===== config.mk =====
export PLATFORM = sky130hd
export DESIGN_NAME = present_core
export DESIGN_NICKNAME = d
export VERILOG_FILES = /design/src/rtl/present_pkg.sv /design/src/rtl/present_key_sched.sv /design/src/rtl/present_core.sv
export SDC_FILE = /design/constraint.sdc
export NUM_CORES = 1
export LEC_CHECK = 0
export BUFFER_PORTS_ARGS = -buffer_cell sky130_fd_sc_hd__buf_2
export CAP_MARGIN = 20
export CORE_MARGIN = 3
export CORE_UTILIZATION = 45
export CTS_CLUSTER_SIZE = 24
export DETAILED_ROUTE_END_ITERATION = 6
export HOLD_SLACK_MARGIN = 0.03
export MAX_ROUTING_LAYER = met4
export PLACE_DENSITY = 0.76
export SLEW_MARGIN = 25
export SYNTH_ARGS = -nofsm -noshare
export SYNTH_HDL_FRONTEND = slang
export SYNTH_SLANG_ARGS = --single-unit

===== constraint.sdc =====
create_clock -name clk -period 2.9 [get_ports clk]
set_input_delay 0.29 -clock clk [delete_from_list [all_inputs] [get_ports clk]]
set_output_delay 0.29 -clock clk [all_outputs]
set_load 0.1 [all_outputs]

===== src/rtl/present_pkg.sv =====
// present_pkg: shared definitions for the iterative PRESENT cipher core.
//   - RC_W         width of the 5-bit round counter
//   - fsm_e        controller states IDLE / KEYFWD / RUN / DONE
//   - sbox         PRESENT 4-bit S-box; s_layer applies it to all 16 nibbles
//   - perm_idx     destination bit of the PRESENT bit permutation
//   - p_layer      64-bit bit permutation
//   - sbox_inv, s_inv_layer, p_inv_layer: inverse layers, present only when
//     PRESENT_DEC_EN is defined
package present_pkg;

  localparam int RC_W = 5;

  typedef enum logic [1:0] {
    ST_IDLE   = 2'd0,
    ST_KEYFWD = 2'd1,
    ST_RUN    = 2'd2,
    ST_DONE   = 2'd3
  } fsm_e;

  function automatic logic [3:0] sbox(input logic [3:0] x);
    logic [3:0] y;
    case (x)
      4'h0: y = 4'hC;  4'h1: y = 4'h5;  4'h2: y = 4'h6;  4'h3: y = 4'hB;
      4'h4: y = 4'h9;  4'h5: y = 4'h0;  4'h6: y = 4'hA;  4'h7: y = 4'hD;
      4'h8: y = 4'h3;  4'h9: y = 4'hE;  4'hA: y = 4'hF;  4'hB: y = 4'h8;
      4'hC: y = 4'h4;  4'hD: y = 4'h7;  4'hE: y = 4'h1;  default: y = 4'h2;
    endcase
    return y;
  endfunction

  // Bit i of the input lands on bit (16*i) mod 63; bit 63 stays in place.
  function automatic logic [5:0] perm_idx(input logic [5:0] i);
    logic [9:0] prod;
    prod = {i, 4'b0000};
    return (i == 6'd63) ? 6'd63 : 6'(prod % 10'd63);
  endfunction

  function automatic logic [63:0] s_layer(input logic [63:0] x);
    logic [63:0] y;
    y = '0;
    for (int n = 0; n < 16; n++) y[6'(4*n) +: 4] = sbox(x[6'(4*n) +: 4]);
    return y;
  endfunction

  function automatic logic [63:0] p_layer(input logic [63:0] x);
    logic [63:0] y;
    y = '0;
    for (int i = 0; i < 64; i++) y[perm_idx(6'(i))] = x[6'(i)];
    return y;
  endfunction

`ifdef PRESENT_DEC_EN
  function automatic logic [3:0] sbox_inv(input logic [3:0] x);
    logic [3:0] y;
    case (x)
      4'h0: y = 4'h5;  4'h1: y = 4'hE;  4'h2: y = 4'hF;  4'h3: y = 4'h8;
      4'h4: y = 4'hC;  4'h5: y = 4'h1;  4'h6: y = 4'h2;  4'h7: y = 4'hD;
      4'h8: y = 4'hB;  4'h9: y = 4'h4;  4'hA: y = 4'h6;  4'hB: y = 4'h3;
      4'hC: y = 4'h0;  4'hD: y = 4'h7;  4'hE: y = 4'h9;  default: y = 4'hA;
    endcase
    return y;
  endfunction

  function automatic logic [63:0] s_inv_layer(input logic [63:0] x);
    logic [63:0] y;
    y = '0;
    for (int n = 0; n < 16; n++) y[6'(4*n) +: 4] = sbox_inv(x[6'(4*n) +: 4]);
    return y;
  endfunction

  function automatic logic [63:0] p_inv_layer(input logic [63:0] x);
    logic [63:0] y;
    y = '0;
    for (int i = 0; i < 64; i++) y[6'(i)] = x[perm_idx(6'(i))];
    return y;
  endfunction
`endif

endpackage


===== src/rtl/present_key_sched.sv =====
// present_key_sched: combinational PRESENT key-schedule step.
//   key_in  [KEY_W]  current key register
//   rc      [RC_W]   round counter of the step being applied
//   key_fwd [KEY_W]  ks(key_in, rc): rotate left 61, S on the top nibble(s),
//                    round counter folded into the key
//   key_inv [KEY_W]  ks_inv(key_in, rc), the exact inverse step; port exists
//                    only when PRESENT_DEC_EN is defined
module present_key_sched
  import present_pkg::*;
#(
  parameter int KEY_W = 80
) (
  input  logic [KEY_W-1:0] key_in,
  input  logic [RC_W-1:0]  rc,
  output logic [KEY_W-1:0] key_fwd
`ifdef PRESENT_DEC_EN
  ,
  output logic [KEY_W-1:0] key_inv
`endif
);

  // NOTE: combinational blocks use blocking '=' and assign every output
  // first, so each bit always has a value and no latch is inferred.
  always_comb begin
    key_fwd = {key_in[KEY_W-62:0], key_in[KEY_W-1:KEY_W-61]};
    key_fwd[KEY_W-1 -: 4] = sbox(key_fwd[KEY_W-1 -: 4]);
    if (KEY_W == 128) begin
      key_fwd[KEY_W-5 -: 4] = sbox(key_fwd[KEY_W-5 -: 4]);
      key_fwd[66:62]        = key_fwd[66:62] ^ rc;
    end else begin
      key_fwd[19:15] = key_fwd[19:15] ^ rc;
    end
  end

`ifdef PRESENT_DEC_EN
  logic [KEY_W-1:0] unrot;

  // The S-box and counter touch disjoint bits, so undoing them in either
  // order is fine; the rotation must be undone last.
  always_comb begin
    unrot = key_in;
    unrot[KEY_W-1 -: 4] = sbox_inv(unrot[KEY_W-1 -: 4]);
    if (KEY_W == 128) begin
      unrot[KEY_W-5 -: 4] = sbox_inv(unrot[KEY_W-5 -: 4]);
      unrot[66:62]        = unrot[66:62] ^ rc;
    end else begin
      unrot[19:15] = unrot[19:15] ^ rc;
    end
    key_inv = {unrot[60:0], unrot[KEY_W-1:61]};
  end
`endif

endmodule


===== src/rtl/present_core.sv =====
// present_core: iterative PRESENT block cipher, one round per clock, with
// the key schedule computed on the fly. Holds one block in flight.
// Parameters: KEY_W (80 or 128), ROUNDS (31 for the full cipher).
// Ports:
//   clk, rst_n            clock, asynchronous active-low reset
//   in_valid / in_ready   input handshake; in_ready is high only in IDLE
//   in_text [64]          plaintext (ciphertext when decrypting)
//   in_key  [KEY_W]       cipher key
//   in_dec                1 = decrypt (only with PRESENT_DEC_EN)
//   out_valid / out_ready result handshake; out_valid held until accepted
//   out_text [64]         result, stable while out_valid && !out_ready
// Macro PRESENT_DEC_EN adds in_dec, the KEYFWD state and the inverse datapath;
// without it the core is encrypt-only.
module present_core
  import present_pkg::*;
#(
  parameter int KEY_W  = 80,
  parameter int ROUNDS = 31
) (
  input  logic             clk,
  input  logic             rst_n,
  input  logic             in_valid,
  output logic             in_ready,
  input  logic [63:0]      in_text,
  input  logic [KEY_W-1:0] in_key,
`ifdef PRESENT_DEC_EN
  input  logic             in_dec,
`endif
  output logic             out_valid,
  input  logic             out_ready,
  output logic [63:0]      out_text
);

  if (KEY_W != 80 && KEY_W != 128) begin : g_bad_key_w
    $error("present_core: KEY_W must be 80 or 128");
  end
  if (ROUNDS < 1 || ROUNDS > 31) begin : g_bad_rounds
    $error("present_core: ROUNDS must be in 1..31");
  end

  localparam logic [RC_W-1:0] FIRST_RC = RC_W'(1);
  localparam logic [RC_W-1:0] LAST_RC  = RC_W'(ROUNDS);

  fsm_e             fsm_q, fsm_d;
  logic [63:0]      state_q, state_d;
  logic [KEY_W-1:0] key_q, key_d;
  logic [RC_W-1:0]  rc_q, rc_d;
  logic             out_valid_q, out_valid_d;
  logic [63:0]      out_text_q, out_text_d;
  logic [KEY_W-1:0] ks_fwd;
  logic [63:0]      enc_out;
`ifdef PRESENT_DEC_EN
  logic             dec_q, dec_d;
  logic [KEY_W-1:0] ks_inv;
  logic [63:0]      dec_out;
`endif

  present_key_sched #(.KEY_W(KEY_W)) u_key_sched (
    .key_in  (key_q),
    .rc      (rc_q),
    .key_fwd (ks_fwd)
`ifdef PRESENT_DEC_EN
    ,
    .key_inv (ks_inv)
`endif
  );

  assign enc_out = p_layer(s_layer(state_q ^ key_q[KEY_W-1 -: 64]));
`ifdef PRESENT_DEC_EN
  // Decrypt round: the round key is the one just recovered by ks_inv.
  assign dec_out = s_inv_layer(p_inv_layer(state_q)) ^ ks_inv[KEY_W-1 -: 64];
`endif

  always_comb begin
    fsm_d       = fsm_q;
    state_d     = state_q;
    key_d       = key_q;
    rc_d        = rc_q;
    out_valid_d = out_valid_q;
    out_text_d  = out_text_q;
`ifdef PRESENT_DEC_EN
    dec_d       = dec_q;
`endif
    case (fsm_q)
      ST_IDLE: begin
        if (in_valid) begin
          state_d = in_text;
          key_d   = in_key;
          rc_d    = FIRST_RC;
`ifdef PRESENT_DEC_EN
          dec_d   = in_dec;
          fsm_d   = in_dec ? ST_KEYFWD : ST_RUN;
`else
          fsm_d   = ST_RUN;
`endif
        end
      end
`ifdef PRESENT_DEC_EN
      // Walk the schedule forward to the final whitening key, then strip it.
      ST_KEYFWD: begin
        key_d = ks_fwd;
        rc_d  = rc_q + FIRST_RC;
        if (rc_q == LAST_RC) begin
          state_d = state_q ^ ks_fwd[KEY_W-1 -: 64];
          rc_d    = LAST_RC;
          fsm_d   = ST_RUN;
        end
      end
`endif
      ST_RUN: begin
`ifdef PRESENT_DEC_EN
        if (dec_q) begin
          state_d = dec_out;
          key_d   = ks_inv;
          rc_d    = rc_q - FIRST_RC;
          if (rc_q == FIRST_RC) begin
            out_text_d  = dec_out;
            out_valid_d = 1'b1;
            fsm_d       = ST_DONE;
          end
        end else
`endif
        begin
          state_d = enc_out;
          key_d   = ks_fwd;
          rc_d    = rc_q + FIRST_RC;
          // Last round: apply the final whitening key on the way out.
          if (rc_q == LAST_RC) begin
            out_text_d  = enc_out ^ ks_fwd[KEY_W-1 -: 64];
            out_valid_d = 1'b1;
            fsm_d       = ST_DONE;
          end
        end
      end
      ST_DONE: begin
        if (out_ready) begin
          out_valid_d = 1'b0;
          fsm_d       = ST_IDLE;
        end
      end
      default: fsm_d = ST_IDLE;
    endcase
  end

  // NOTE: registers use non-blocking '<=' so every flop samples the values
  // from before the edge, independent of statement order.
  always_ff @(posedge clk or negedge rst_n) begin
    if (!rst_n) begin
      fsm_q       <= ST_IDLE;
      state_q     <= '0;
      key_q       <= '0;
      rc_q        <= '0;
      out_valid_q <= 1'b0;
      out_text_q  <= '0;
`ifdef PRESENT_DEC_EN
      dec_q       <= 1'b0;
`endif
    end else begin
      fsm_q       <= fsm_d;
      state_q     <= state_d;
      key_q       <= key_d;
      rc_q        <= rc_d;
      out_valid_q <= out_valid_d;
      out_text_q  <= out_text_d;
`ifdef PRESENT_DEC_EN
      dec_q       <= dec_d;
`endif
    end
  end

  assign in_ready  = (fsm_q == ST_IDLE);
  assign out_valid = out_valid_q;
  assign out_text  = out_text_q;

endmodule


## Yosys cells after proc, flatten, opt, wreduce, memory -nomap -nowiden

Memory sizes are Yosys's and may differ from the RTL's.
Index checks and enable logic that the tools add are counted.

| operators by class | value |
|---|---|
| multiplexer cells | 13 |
| reduce and logical (&&, ||, !) cells | 7 |
| bitwise gates (word level) | 3 |
| add/sub/neg operators | 1 |
| eq/ne operators | 6 |

Operators by type and width:

| cell | number |
|---|---|
| 80-bit case mux with 2 select lines | 1 |
| 80-bit two-way mux | 1 |
| 32-bit case mux with 2 select lines | 1 |
| 64-bit XOR | 1 |
| 32-bit two-way mux | 1 |
| 32-bit XOR | 1 |
| 5-bit case mux with 2 select lines | 1 |
| 2-bit two-way mux | 3 |
| 2-bit != test (second input constant) | 3 |
| 2-bit case mux with 3 select lines | 1 |
| 3-bit AND reduction | 2 |
| 5-bit by 1-bit adder with 5-bit output (second input constant) | 1 |
| 5-bit == test (second input constant) | 1 |
| 5-bit two-way mux | 1 |
| 5-bit XOR | 1 |
| 2-bit == test (second input constant) | 2 |
| 2-bit AND reduction | 2 |
| 2-bit nonzero test | 2 |
| 2-bit logical NOT | 1 |
| 1-bit two-way mux | 2 |
| 1-bit case mux with 2 select lines | 1 |

| word-level totals | value |
|---|---|
| ROM bits | 576 |
| memories | 9 |
| output and inout port bits | 66 |
| bits of input ports | 148 |
| flip-flop bits (word level) | 184 |

Memory list:

| memory | words | width | rd ports | clocked after Yosys merged registers in | write ports | RTL line | source |
|---|---|---|---|---|---|---|---|
| (no name shown) | 16 | 4 | 1 | 0 | 0 | present_pkg.sv:22 | `case (x)` |
| (no name shown) | 16 | 4 | 1 | 0 | 0 | present_pkg.sv:22 |  |
| (no name shown) | 16 | 4 | 1 | 0 | 0 | present_pkg.sv:22 |  |
| (no name shown) | 16 | 4 | 1 | 0 | 0 | present_pkg.sv:22 |  |
| (no name shown) | 16 | 4 | 1 | 0 | 0 | present_pkg.sv:22 |  |
| (no name shown) | 16 | 4 | 1 | 0 | 0 | present_pkg.sv:22 |  |
| 3 more memories | - | - | - | - | - | - |  |

## Depth between registers and ports, before layout

Gate-level depths: netlist (run 1).

| depth | value |
|---|---|
| word-level depth | 3 |
| mapped depth | 9 |
| mapped depth without buffers | 7 |

## Hierarchy

A second synthesis (run 1) with hierarchy kept.

| second synthesis, totals | value |
|---|---|
| cells, all modules | 965 |
| area, all modules | 9,788.1 um^2 |

Modules (own cells, without submodules):

| module | instances | sequential area each (um^2) | cells an instance | area an instance (um^2) |
|---|---|---|---|---|
| present_core | 1 | 3,803.6 | 871 | 9,026.2 |
| present_key_sched | 1 | 0.0 | 94 | 762.0 |

## Worst setup path after synthesis (run 1)

OpenSTA, ideal clock, no wires.

| timing | value |
|---|---|
| path type | register -> output |
| start | register fsm_q[1] |
| end | output in_ready |
| path buffers | 2 |
| stages on the path, launching flop included | 4 |
| arrival | 2.020 ns |
| setup slack | 0.590 ns |
| cell sequence | dfrtp_1 buf_2 buf_1 nor2_1 |

| on the way | value |
|---|---|
| cells in the longest elaborated chain, start to end | 1 |

Ends and longest elaborated chain:

| what | RTL line | source |
|---|---|---|
| start: declaration | present_core.sv:44 | `fsm_e fsm_q, fsm_d;` |
| start signal: assignment | present_core.sv:159 | `fsm_q <= fsm_d;` |
| 2-bit logical NOT | present_core.sv:171 | `assign in_ready = (fsm_q == ST_IDLE);` |
| end: declaration | present_core.sv:23 | `output logic in_ready,` |

Every way passes these cells.

## Worst setup path in the final report (run 1)

| timing | value |
|---|---|
| start | register key_q[28] |
| end | register out_text_q[35], in the netlist out_text[35] |

| on the way | value |
|---|---|
| cells in the longest elaborated chain, start to end | 3 |

Ends and longest elaborated chain:

| what | RTL line | source |
|---|---|---|
| start: declaration | present_core.sv:46 | `logic [KEY_W-1:0] key_q, key_d;` |
| start signal: assignment | present_core.sv:161 | `key_q <= key_d;` |
| 32-bit XOR | present_core.sv:68 | `assign enc_out = p_layer(s_layer(state_q ^ key_q[KEY_W-1 -: 64]));` |
| memory read 16 x 4 bit | - |  |
| 64-bit XOR | present_core.sv:129 | `out_text_d = enc_out ^ ks_fwd[KEY_W-1 -: 64];` |
| end signal: assignment | present_core.sv:164 | `out_text_q <= out_text_d;` |
| end: declaration | present_core.sv:49 | `logic [63:0] out_text_q, out_text_d;` |

Every way passes these cells.
A chain may end at the register's enable or synchronous reset.

==> results of run 1 <==
[cell usage after synthesis, types with 4 or more instances]
library cell	count
mux2_2	4
ha_1	47
a22oi_1	15
xnor3_1	4
o21ai_1	30
xor2_1	14
nand3_1	13
o22ai_1	17
buf_2	14
a211oi_1	5
a21oi_1	19
dfrtp_1	152
a31oi_1	69
inv_1	41
nor3_1	7
a211o_1	4
clkbuf_1	36
o22a_1	4
nand2_1	178
mux2i_1	16
xnor2_1	35
xnor2_2	7
nor2_1	85
xor2_2	7
nand3b_1	5
buf_4	34
mux4_2	18
a22o_1	18
[how the worst max path moves through the flow]
stage / start / end / slack (ns) / cells after the start
6_report: key_q[28] / out_text[35] / 0.55 / 6
5_1_grt: key_q[16] / out_text[32] / 0.43 / 6
4_1_cts: key_q[28] / out_text[35] / 0.57 / 6
3_5_place_dp: key_q[16] / out_text[32] / 0.59 / 6
3_3_place_gp: key_q[16] / out_text[32] / 0.70 / 6
2_1_floorplan: fsm_q[1] / in_ready / 0.59 / 3
[cell type report]
cell class / count / area share (%)
Timing Repair Buffer: 170 / 9.222
Sequential cell: 152 / 36.46
Inverter: 41 / 1.475
Tap cell: 260 / 3.118
Clock buffer: 17 / 4.077
Clock inverter: 15 / 1.595
Multi-Input combinational cell: 676 / 44.06
[worst max-delay path, cell delays in order (launching register included)]
cell and delay [ns]:
dfrtp_1 0.41, xnor2_1 0.46, inv_1 0.18, ha_1 0.37
mux4_2 0.52, xnor2_1 0.20, o21ai_1 0.08
[kinds of logic (layout without fill, tap and decap cells)]
group	Yosys count	after routing	share of synthesized area [%]
and+or+nand+nor	300	300	13.53
xor gates and xnor gates	71	71	9.509
adders and majority gates	47	47	6.611
AOI/OAI and AO/OA	187	187	13.52
buffers and inverters	128	243	7.033
DFF	152	152	42.76
other	1	32	0.04216
muxes	39	39	6.991
[layer usage]
metal / track usage (%) / up-vias
li1: - / 3365
met1: 30.70 / 3487
met2: 36.07 / 337
met3: 4.314 / 42
met4: 8.420 / 0
met5: - / -
[stage by stage]
stage                     hold slack (ns)  setup WS, ns  utilization, %
after floorplan                 -0.005591        0.5898               -
after global placement             0.2250        0.6958           51.53
after detailed placement           0.2315        0.5911           51.53
after CTS                         0.05929        0.5745           54.68
after global routing              0.06264        0.4275           54.68
final                             0.06988        0.5545           54.68
[sequential cells by signal, summed over array words and instances, names as in the netlist]
register / count
out_valid: 1
out_text: 32
key_q: 80
rc_q: 5
fsm_q: 2
state_q: 32
[placed cells by master (no fill, tap or decap), types with 13 or more instances in the layout]
master	instances
mux4_2	18
nand2_1	178
o22ai_1	17
a22o_1	18
xor2_1	14
clkbuf_16	17
a21oi_1	19
mux2i_1	16
conb_1	32
ha_1	47
xnor2_1	35
a22oi_1	15
a31oi_1	69
nor2_1	85
buf_2	148
dfrtp_1	152
o21ai_1	30
buf_4	16
nand3_1	13
inv_1	41
[timing repair]
action	CTS	global route
hold buffers	1	0
gates resized for setup	0	0
endpoints found under the hold margin	37	0
==> results.md, run 1 <==
* TritonCTS clock tree: done
* Yosys reg bits at 152
* Post-synth top area share at 42.76%
* Post-Layout Cell Count at 1331
* Placed Area at 0.009832 mm²
* CTS root buffer: clkbuf_16
* M1 WL at 10.23 mm
* Routed wl met2 at 11.35 mm
* Netlist cell types at 45
* Core area at 0.01908 mm²
* Crit Reg-Reg Startpoint: key_q[28]
* CTS sink count at 152
* Num rows at 50
* Final setup fails at 0
* Design area at 0.01043 mm²
* WHS Path Cells at 2
* Post-Syn Area at 0.008895 mm²
* Synth warn at 0
* Worst hold endpoint: state_q[14]
* Clk Latency, worst-skew pair at 0.44 ns
* Register area share after synthesis at 42.76%
* Via count at 7231
* Drt pass-1 iters at 7
* Worst Max-Slew Pin Slew at 0.7228 ns
* Main flop type after synthesis: dfrtp_1
* Initial antenna violation count at 0
* GP Congestion at 0.8810
* Die height at 146.6 µm
* Post-CTS Setup Inserts at 0
* Inst Count DP at 1298
* Count of input and output buffers at 149
* Final Slew Violations at 0
* Crit path kind: register to register
* Total CTS buffers at 17
* Hold WC Path Type: input port to register
* Die X at 146.6 µm
* R2R cell count at 6
* Clk slew on worst S/H paths at 0.07 ns
* Crit share post-route at 80.88%
* Register area at 0.003804 mm²
* Met3 wire length at 2.027 mm
* Clock Path Buffers at 2
* Share of cells above drive strength 1 at 22.50%
* DRT antenna net count at 0
* Syn Area/Cell at 9.616 µm²
* Starting Density at 46.62%
* Worst Path Required at 3.21 ns
* Number of enable flip-flop cells after synthesis at 0
* Worst R2R Setup Slack at 0.55 ns
* Fillers at 1663
* Multi-input gate area at 0.004597 mm²
* Worst Skew at 0.01258 ns
* Worst rel slew slack at 51.81%
* Hold_sp: in_text[14]
* Hold Fails Final Rpt at 0
* Area leader, netlist: dfrtp_1
* Diode count at 0
* DRC viols at 0
* Routed len/inst at 18.26 µm
* Fmax at 426.4 MHz
* First-pass GRT wire length at 37.83 mm
* Asr flop ratio synth at 100.0%
* Largest net degree at the start of global routing at 55
* Synth area leaders: dfrtp_1 43%, nand2_1 7.5%, ha_1 6.6%, a31oi_1 4.9%, mux4_2 4.6%
* Worst Setup Start Kind: register
* RSZ-0062 raised after global routing: no
* Top routing layer in use: met4
* R2R Path End: out_text[35]
* Cells after Synth at 925
* Via/cell ratio at 5.433
* Vias in the first global route at 6973
* Status: completed
* Setup TNS at 0 ns
* DRT Wirelength at 24.31 mm
* Worst setup EP type: register
* Overflow after GRT at 0
* MaxCap Viol Count at 0
* Die area at 0.02149 mm²
* Max FO, Critical Path at 5
* Nets at 1253
* DP Wirelength at 18.29 mm
* H-tree depth at 4
* Initial drt markers at 656
* Total track usage at 23.25%
* Io pins at 214
* Worst path arrival time at 2.66 ns
* Minimum clock period at 2.345 ns
* Layout area overhead at 17.30%
Power of run 1 is left out: the tool's default activity adds up to more than one toggle a clock period on the data nets, which glitch-free logic cannot reach.
==> inputs of run 2 (changes only) <==
- ABC_AREA: not set -> 1
- PLACE_DENSITY: 0.76 -> 0.75
- clock period: 2.9 -> 2.3 ns (I/O delays scaled with it)
==> results.md, run 2 <==
* Status: complete, but fails checks (was completed)
* Failing checks: design-rule violations
* DRT Wirelength at 30.20 mm (was 24.31 mm)
* Max FO, Critical Path at 34 (was 5)
* Max VDD drop at 0.8771 mV
* Nets at 1714 (was 1253)
* Post-synth top area share at 38.97% (was 42.76%)
* Starting Density at 46.14% (was 46.62%)
* Top cell by count, worst path: nand2_1 (was xnor2_1)
* Total CTS buffers at 17 (unchanged)
* Crit path kind: register to register (unchanged)
* Share of cells above drive strength 1 at 13.77% (was 22.50%)
* Placement Setup Slack at 0.4327 ns (was 0.5911 ns)
* Final WS setup at 0.4156 ns (was 0.5545 ns)
* CTS sink count at 152 (unchanged)
* Post-Syn Area at 0.009761 mm² (was 0.008895 mm²)
* Main flop type after synthesis: dfrtp_1 (unchanged)
* CP bufs+invs at 1 (unchanged)
* CTS root buffer: clkbuf_16 (unchanged)
* Total track usage at 26.29% (was 23.25%)
* PD cells at 1710 mW/mm²
* Yosys reg bits at 152 (unchanged)
* Worst Max-Slew Pin Slew at 0.6557 ns (was 0.7228 ns)
* Register area share after synthesis at 38.97% (was 42.76%)
* Worst Path Required at 2.67 ns (was 3.21 ns)
* Commonest non-fill, non-tap cell in the layout: nand2_1 (unchanged)
* Asr flop ratio synth at 100.0% (unchanged)
* Num rows at 53 (was 50)
* Clk slew on worst S/H paths at 0.07 ns (about the same)
* Count of input and output buffers at 149 (unchanged)
* DP Wirelength at 22.28 mm (was 18.29 mm)
* Top-count cell post-synth: nand2_1 (unchanged)
* Clock Path Buffers at 2 (unchanged)
* Die X at 153.3 µm (was 146.6 µm)
* Layout area overhead at 17.38% (was 17.30%)
* Fin util at 54.16% (was 54.68%)
* Initial drt markers at 811 (was 656)
* Slowest cell on crit path: dfrtp_1 (was mux4_2)
* RSZ-0062 raised after global routing: no (unchanged)
* Diode count at 0 (unchanged)
* Drt pass-1 iters at 7 (unchanged)
* Hold Fails Final Rpt at 0 (unchanged)
* Core area at 0.02115 mm² (was 0.01908 mm²)
* Synth cell count leaders: 503 x nand2_1, 156 x nand3_1, 152 x dfrtp_1 (was 178 x nand2_1, 152 x dfrtp_1, 85 x nor2_1)
* Largest net degree at the start of global routing at 58 (was 55)
* Syn Area/Cell at 7.125 µm² (was 9.616 µm²)
* GP Congestion at 0.9114 (was 0.8810)
* Hold WC Path Type: input port to register (unchanged)
* DRT antenna net count at 0 (unchanged)
* Leak at 0.006235 µW
* Minimum clock period at 1.884 ns (was 2.345 ns)
* Vias in the first global route at 9020 (was 6973)
* Worst Skew at 0.01126 ns (was 0.01258 ns)
* Worst path arrival time at 2.25 ns (was 2.66 ns)
* Worst Setup Start Kind: register (unchanged)
* Netlist cell types at 32 (was 45)
* Synth warn at 0 (unchanged)
* Synth area leaders: dfrtp_1 39%, nand2_1 19%, nand3_1 8.0%, ha_1 6.0%, o21ai_0 5.2% (was dfrtp_1 43%, nand2_1 7.5%, ha_1 6.6%, a31oi_1 4.9%, mux4_2 4.6%)
* Number of enable flip-flop cells after synthesis at 0 (unchanged)
* Hold slack at 0.04597 ns (was 0.06988 ns)
* TritonCTS clock tree: done (unchanged)
* Most frequent cells in the layout: 503 x nand2_1, 156 x nand3_1, 152 x dfrtp_1, 148 x buf_2, 125 x inv_1 (was 178 x nand2_1, 152 x dfrtp_1, 148 x buf_2, 85 x nor2_1, 69 x a31oi_1)
* Die area at 0.02349 mm² (was 0.02149 mm²)
* MaxCap Viol Count at 0 (unchanged)
* Area leader, netlist: dfrtp_1 (unchanged)
* Worst rel slew slack at 55.97% (was 51.81%)
* Die height at 153.3 µm (was 146.6 µm)
* Final Slew Violations at 0 (unchanged)
* Final setup fails at 0 (unchanged)
* Fillers at 1991 (was 1663)
* Worst setup EP type: register (unchanged)
* Via count at 9624 (was 7231)
* Crit share post-route at 81.93% (was 80.88%)
* Register area at 0.003804 mm² (unchanged)
* Initial antenna violation count at 0 (unchanged)
* H-tree depth at 4 (unchanged)
* First-pass GRT wire length at 48.39 mm (was 37.83 mm)
* Io pins at 214 (unchanged)
* Critical path's top delay family: simple AND/OR/NAND/NOR gates (was XOR/XNOR gates)
* Largest Register: key_q (unchanged)
* Post-CTS sizing at 0 (unchanged)
* Multi-input gate area at 0.005101 mm² (was 0.004597 mm²)
* Inst Count DP at 1763 (was 1298)
* DRC viols at 5 (was 0)
* Via/cell ratio at 5.326 (was 5.433)
* Setup TNS at 0 ns (unchanged)
* Crit-path max cell delay at 0.44 ns (was 0.52 ns)
* Post-Layout Cell Count at 1807 (was 1331)
* Routed len/inst at 16.71 µm (was 18.26 µm)
* Fmax at 530.7 MHz (was 426.4 MHz)
* Clk Latency, worst-skew pair at 0.43 ns (was 0.44 ns)
* Cells after Synth at 1370 (was 925)
* CP Cell Sequence: ha_1 -> nand2_1 -> nor2_1 -> ha_1 -> nand2_2 -> buf_4 -> nand2_1 -> nand2_1 (was xnor2_1 -> inv_1 -> ha_1 -> mux4_2 -> xnor2_1 -> o21ai_1)
* Max reg flops at 80 (unchanged)
* Overflow after GRT at 0 (unchanged)
-- run 2: where the power goes --
part,switching [µW],leakage (µW),internal (µW)
Clock,1160,0.000303,1880
Combinational,8070,0.00404,3470
Sequential,1140,0.00189,3880
-- run 2: per-layer routing --
layer	track usage (%)	wire length (µm)	share of wire (%)	vias up
met5	-	0	0	-
li1	-	-	-	4670
met1	36.19	13220	44	4495
met4	8.146	716	2.4	0
met3	3.256	2091	6.9	47
met2	40.83	14170	47	412
-- run 2: worst reg2reg max path, stage by stage, from the launching register on --
cell and delay [ns]:
dfrtp_1 0.44, ha_1 0.25, nand2_1 0.09, nor2_1 0.05, ha_1 0.22, nand2_2 0.10, buf_4 0.40, nand2_1 0.16
nand2_1 0.11
-- run 2: timing repair --
action                                 4_1_cts  5_1_grt
endpoints found under the hold margin       65        0
hold buffers                                12        0
buffers inserted                             0        0
setup endpoints to repair                    0        0
-- run 2: final cells by class --
cell class,count,share of cell area (%)
clock buffer,21,4.019
multi-input combinational,1037,44.52
clock inverter,11,1.496
sequential,152,33.20
timing repair buffer,182,9.534
tap,275,3.003
inverter,129,4.226
-- run 2: stage by stage --
| step | cell area [µm²] | power (µW) |
|---|---|---|
| final | 11460 | 19590 |
| after global routing | 11460 | 21260 |
| after CTS | 11460 | 19540 |
| after detailed placement | 10710 | 16430 |
| after global placement | 10710 | 16200 |
| after floorplan | 9877 | 13670 |
-- run 2: logic make-up (layout without fill, tap and decap cells) --
logic type / after synthesis / count (layout) / share of synthesized area (%)
muxes: 1 / 1 / 0.1026
AOI/OAI and AO/OA: 213 / 213 / 13.02
xor gates and xnor gates: 19 / 19 / 1.705
and+or+nand+nor: 725 / 725 / 30.12
other: 1 / 32 / 0.03842
DFF: 152 / 152 / 38.97
adders and majority gates: 47 / 47 / 6.025
buffers and inverters: 212 / 343 / 10.01
-- run 2: final timing paths --
kind / from / end / slack (ns) / depth (start not counted)
max in group asynchronous: rst_n / key_q[57] / 1.19 / 3
max reg2reg: rc_q[0] / out_text[17] / 0.42 / 8
min: in_text[24] / state_q[24] / 0.05 / 3
min in group asynchronous: rst_n / state_q[31] / 0.34 / 2
min reg2reg: out_text[4] / out_text[4] / 0.47 / 2
max: rc_q[0] / out_text[17] / 0.42 / 8
Power figures use the tool's default switching activity.
==> inputs of run 3 (changes only) <==
- clock period: 2.3 -> 1.8 ns (I/O delays scaled with it)
==> results.md, run 3 (synthesis gave the netlist of run 2 again) <==
* Status: complete, but fails checks (unchanged)
* Failing checks: design-rule violations (unchanged)
* Io pins at 214 (unchanged)
* Hold slack at 0.05891 ns (was 0.04597 ns)
* Fin util at 56.06% (was 54.16%)
* DRT Wirelength at 31.16 mm (was 30.20 mm)
* DRC viols at 1 (was 5)
* DP Wirelength at 22.21 mm (was 22.28 mm)
* Fillers at 1954 (was 1991)
* Die X at 153.3 µm (unchanged)
* Die area at 0.02349 mm² (unchanged)
* Fmax at 586.8 MHz (was 530.7 MHz)
* H-tree depth at 4 (unchanged)
* GP Congestion at 0.9734 (was 0.9114)
* PD cells at 2194 mW/mm² (was 1710 mW/mm²)
* Largest net degree at the start of global routing at 82 (was 58)
* Crit path launch: key_q[20] (was rc_q[0])
* Layout area overhead at 21.50% (was 17.38%)
* CP Cell Sequence: inv_1 -> nand2_1 -> nand2_2 -> ha_1 -> inv_1 -> nand3_2 -> nand3_2 -> nand3_1 -> o211ai_1 -> inv_1 (was ha_1 -> nand2_1 -> nor2_1 -> ha_1 -> nand2_2 -> buf_4 -> nand2_1 -> nand2_1)
* Hold WC Path Type: input port to register (unchanged)
* First-pass GRT wire length at 48.51 mm (was 48.39 mm)
* CTS sink count at 152 (unchanged)
* Final setup fails at 0 (unchanged)
* Worst Skew at 0.008970 ns (was 0.01126 ns)
* Max VDD drop at 1.304 mV (was 0.8771 mV)
* Routed len/inst at 17.01 µm (was 16.71 µm)
* Final Slew Violations at 0 (unchanged)
* Die height at 153.3 µm (unchanged)
* Count of input and output buffers at 149 (unchanged)
* Vias in the first global route at 9254 (was 9020)
* Nets at 1741 (was 1714)
* Clk Latency, worst-skew pair at 0.43 ns (about the same)
* CTS root buffer: clkbuf_16 (unchanged)
* Clock Path Buffers at 2 (unchanged)
* Overflow after GRT at 0 (unchanged)
* R2R Path End: state_q[1] (was out_text[17])
* Worst Setup Start Kind: register (unchanged)
* Crit-path max cell delay at 0.40 ns (was 0.44 ns)
* Minimum clock period at 1.704 ns (was 1.884 ns)
* Most frequent cells in the layout: 491 x nand2_1, 148 x nand3_1, 148 x dfrtp_1, 147 x buf_2, 121 x inv_1 (was 503 x nand2_1, 156 x nand3_1, 152 x dfrtp_1, 148 x buf_2, 125 x inv_1)
* Commonest non-fill, non-tap cell in the layout: nand2_1 (unchanged)
* Largest Register: key_q (unchanged)
* Num rows at 53 (unchanged)
* MaxCap Viol Count at 0 (unchanged)
* Max reg flops at 80 (unchanged)
* Worst R2R Setup Slack at 0.1 ns (was 0.42 ns)
* Top cell by count, worst path: inv_1 (was nand2_1)
* Max FO, Critical Path at 4 (was 34)
* Diode count at 0 (unchanged)
* WHS Path Cells at 3 (unchanged)
* R2R cell count at 10 (was 8)
* TritonCTS clock tree: done (unchanged)
* Initial antenna violation count at 0 (unchanged)
* Crit Reg-Reg Startpoint: key_q[20] (was rc_q[0])
* Worst rel slew slack at 62.23% (was 55.97%)
* Total track usage at 26.55% (was 26.29%)
* Via/cell ratio at 5.424 (was 5.326)
* Worst Path Required at 2.12 ns (was 2.67 ns)
* Worst setup path end: state_q[1] (was out_text[17])
* Leak at 0.006402 µW (was 0.006235 µW)
* Slowest cell on crit path: dfrtp_1 (unchanged)
* Worst Max-Slew Pin Slew at 0.5625 ns (was 0.6557 ns)
* Initial drt markers at 899 (was 811)
* Starting Density at 46.14% (unchanged)
* Share of cells above drive strength 1 at 16.76% (was 13.77%)
* Hold Fails Final Rpt at 0 (unchanged)
* Crit path kind: register to register (unchanged)
* Via count at 9937 (was 9624)
* Clk slew on worst S/H paths at 0.06 ns (was 0.07 ns)
* Core area at 0.02115 mm² (unchanged)
* Total CTS buffers at 17 (unchanged)
* Worst path arrival time at 2.02 ns (was 2.25 ns)
* Crit share post-route at 94.67% (was 81.93%)
* DRT antenna net count at 0 (unchanged)
* Drt pass-1 iters at 7 (unchanged)
* Worst setup EP type: register (unchanged)
[run 3: power by group]
group	internal [µW]	switching [µW]	total (µW)
logic	4860	10900	15700
clock network	2490	1430	3920
registers	4970	1410	6380
[run 3: cell type report]
class	count	area (µm²)	share of cell area (%)
inverters	129	486.7	4.104
clock inverters	7	140.1	1.182
well taps	275	344.1	2.901
clock buffers	23	498.0	4.199
flip-flops and latches	152	3809	32.12
multi-input cells	1037	5220	44.02
repair buffers	209	1361	11.48
[run 3: worst max-delay path: cells and delay by family, from the launching register on]
| family | cells | cell delay (ns) |
|---|---|---|
| buf+inv | 3 | 0.25 |
| fa+ha+maj | 1 | 0.32 |
| simple gates | 5 | 0.48 |
| flops | 1 | 0.40 |
| compound gates | 1 | 0.14 |
[run 3: worst min path at each step]
stage	slack, ns	endpoint	startpoint
final	0.06	key_q[62]	in_key[62]
after global routing	0.07	key_q[62]	in_key[62]
after CTS	0.06	key_q[62]	in_key[62]
after detailed placement	0.11	out_text[51]	rst_n
after global placement	0.11	out_text[51]	rst_n
after floorplan	-0.12	fsm_q[0]	rst_n
[run 3: timing repair]
action,CTS,global route
setup endpoints to repair,30,44
hold buffers,21,0
buffers inserted,0,5
gates resized for setup,1,34
pin swaps,0,5
endpoints found under the hold margin,83,0
[run 3: per-stage QoR]
| step | setup TNS, ns | cells | power [µW] | setup slack, ns | instance area [µm²] |
|---|---|---|---|---|---|
| after floorplan | 0 | 1401 | 17470 | 0.05262 | 9879 |
| after global placement | 0 | 1776 | 20900 | 0.03462 | 10850 |
| after detailed placement | -0.3814 | 1776 | 21350 | -0.03332 | 10850 |
| after CTS | 0 | 1827 | 25430 | 0.01564 | 11700 |
| after global routing | -0.03945 | 1832 | 28090 | -0.02563 | 11860 |
| final | 0 | 1832 | 26020 | 0.09594 | 11860 |
[run 3: per-layer routing]
metal / GRT usage (%) / part of all wire (%)
met1: 35.20 / 42
met2: 41.36 / 47
met3: 4.615 / 8.0
met4: 9.122 / 3.2
met5: - / 0
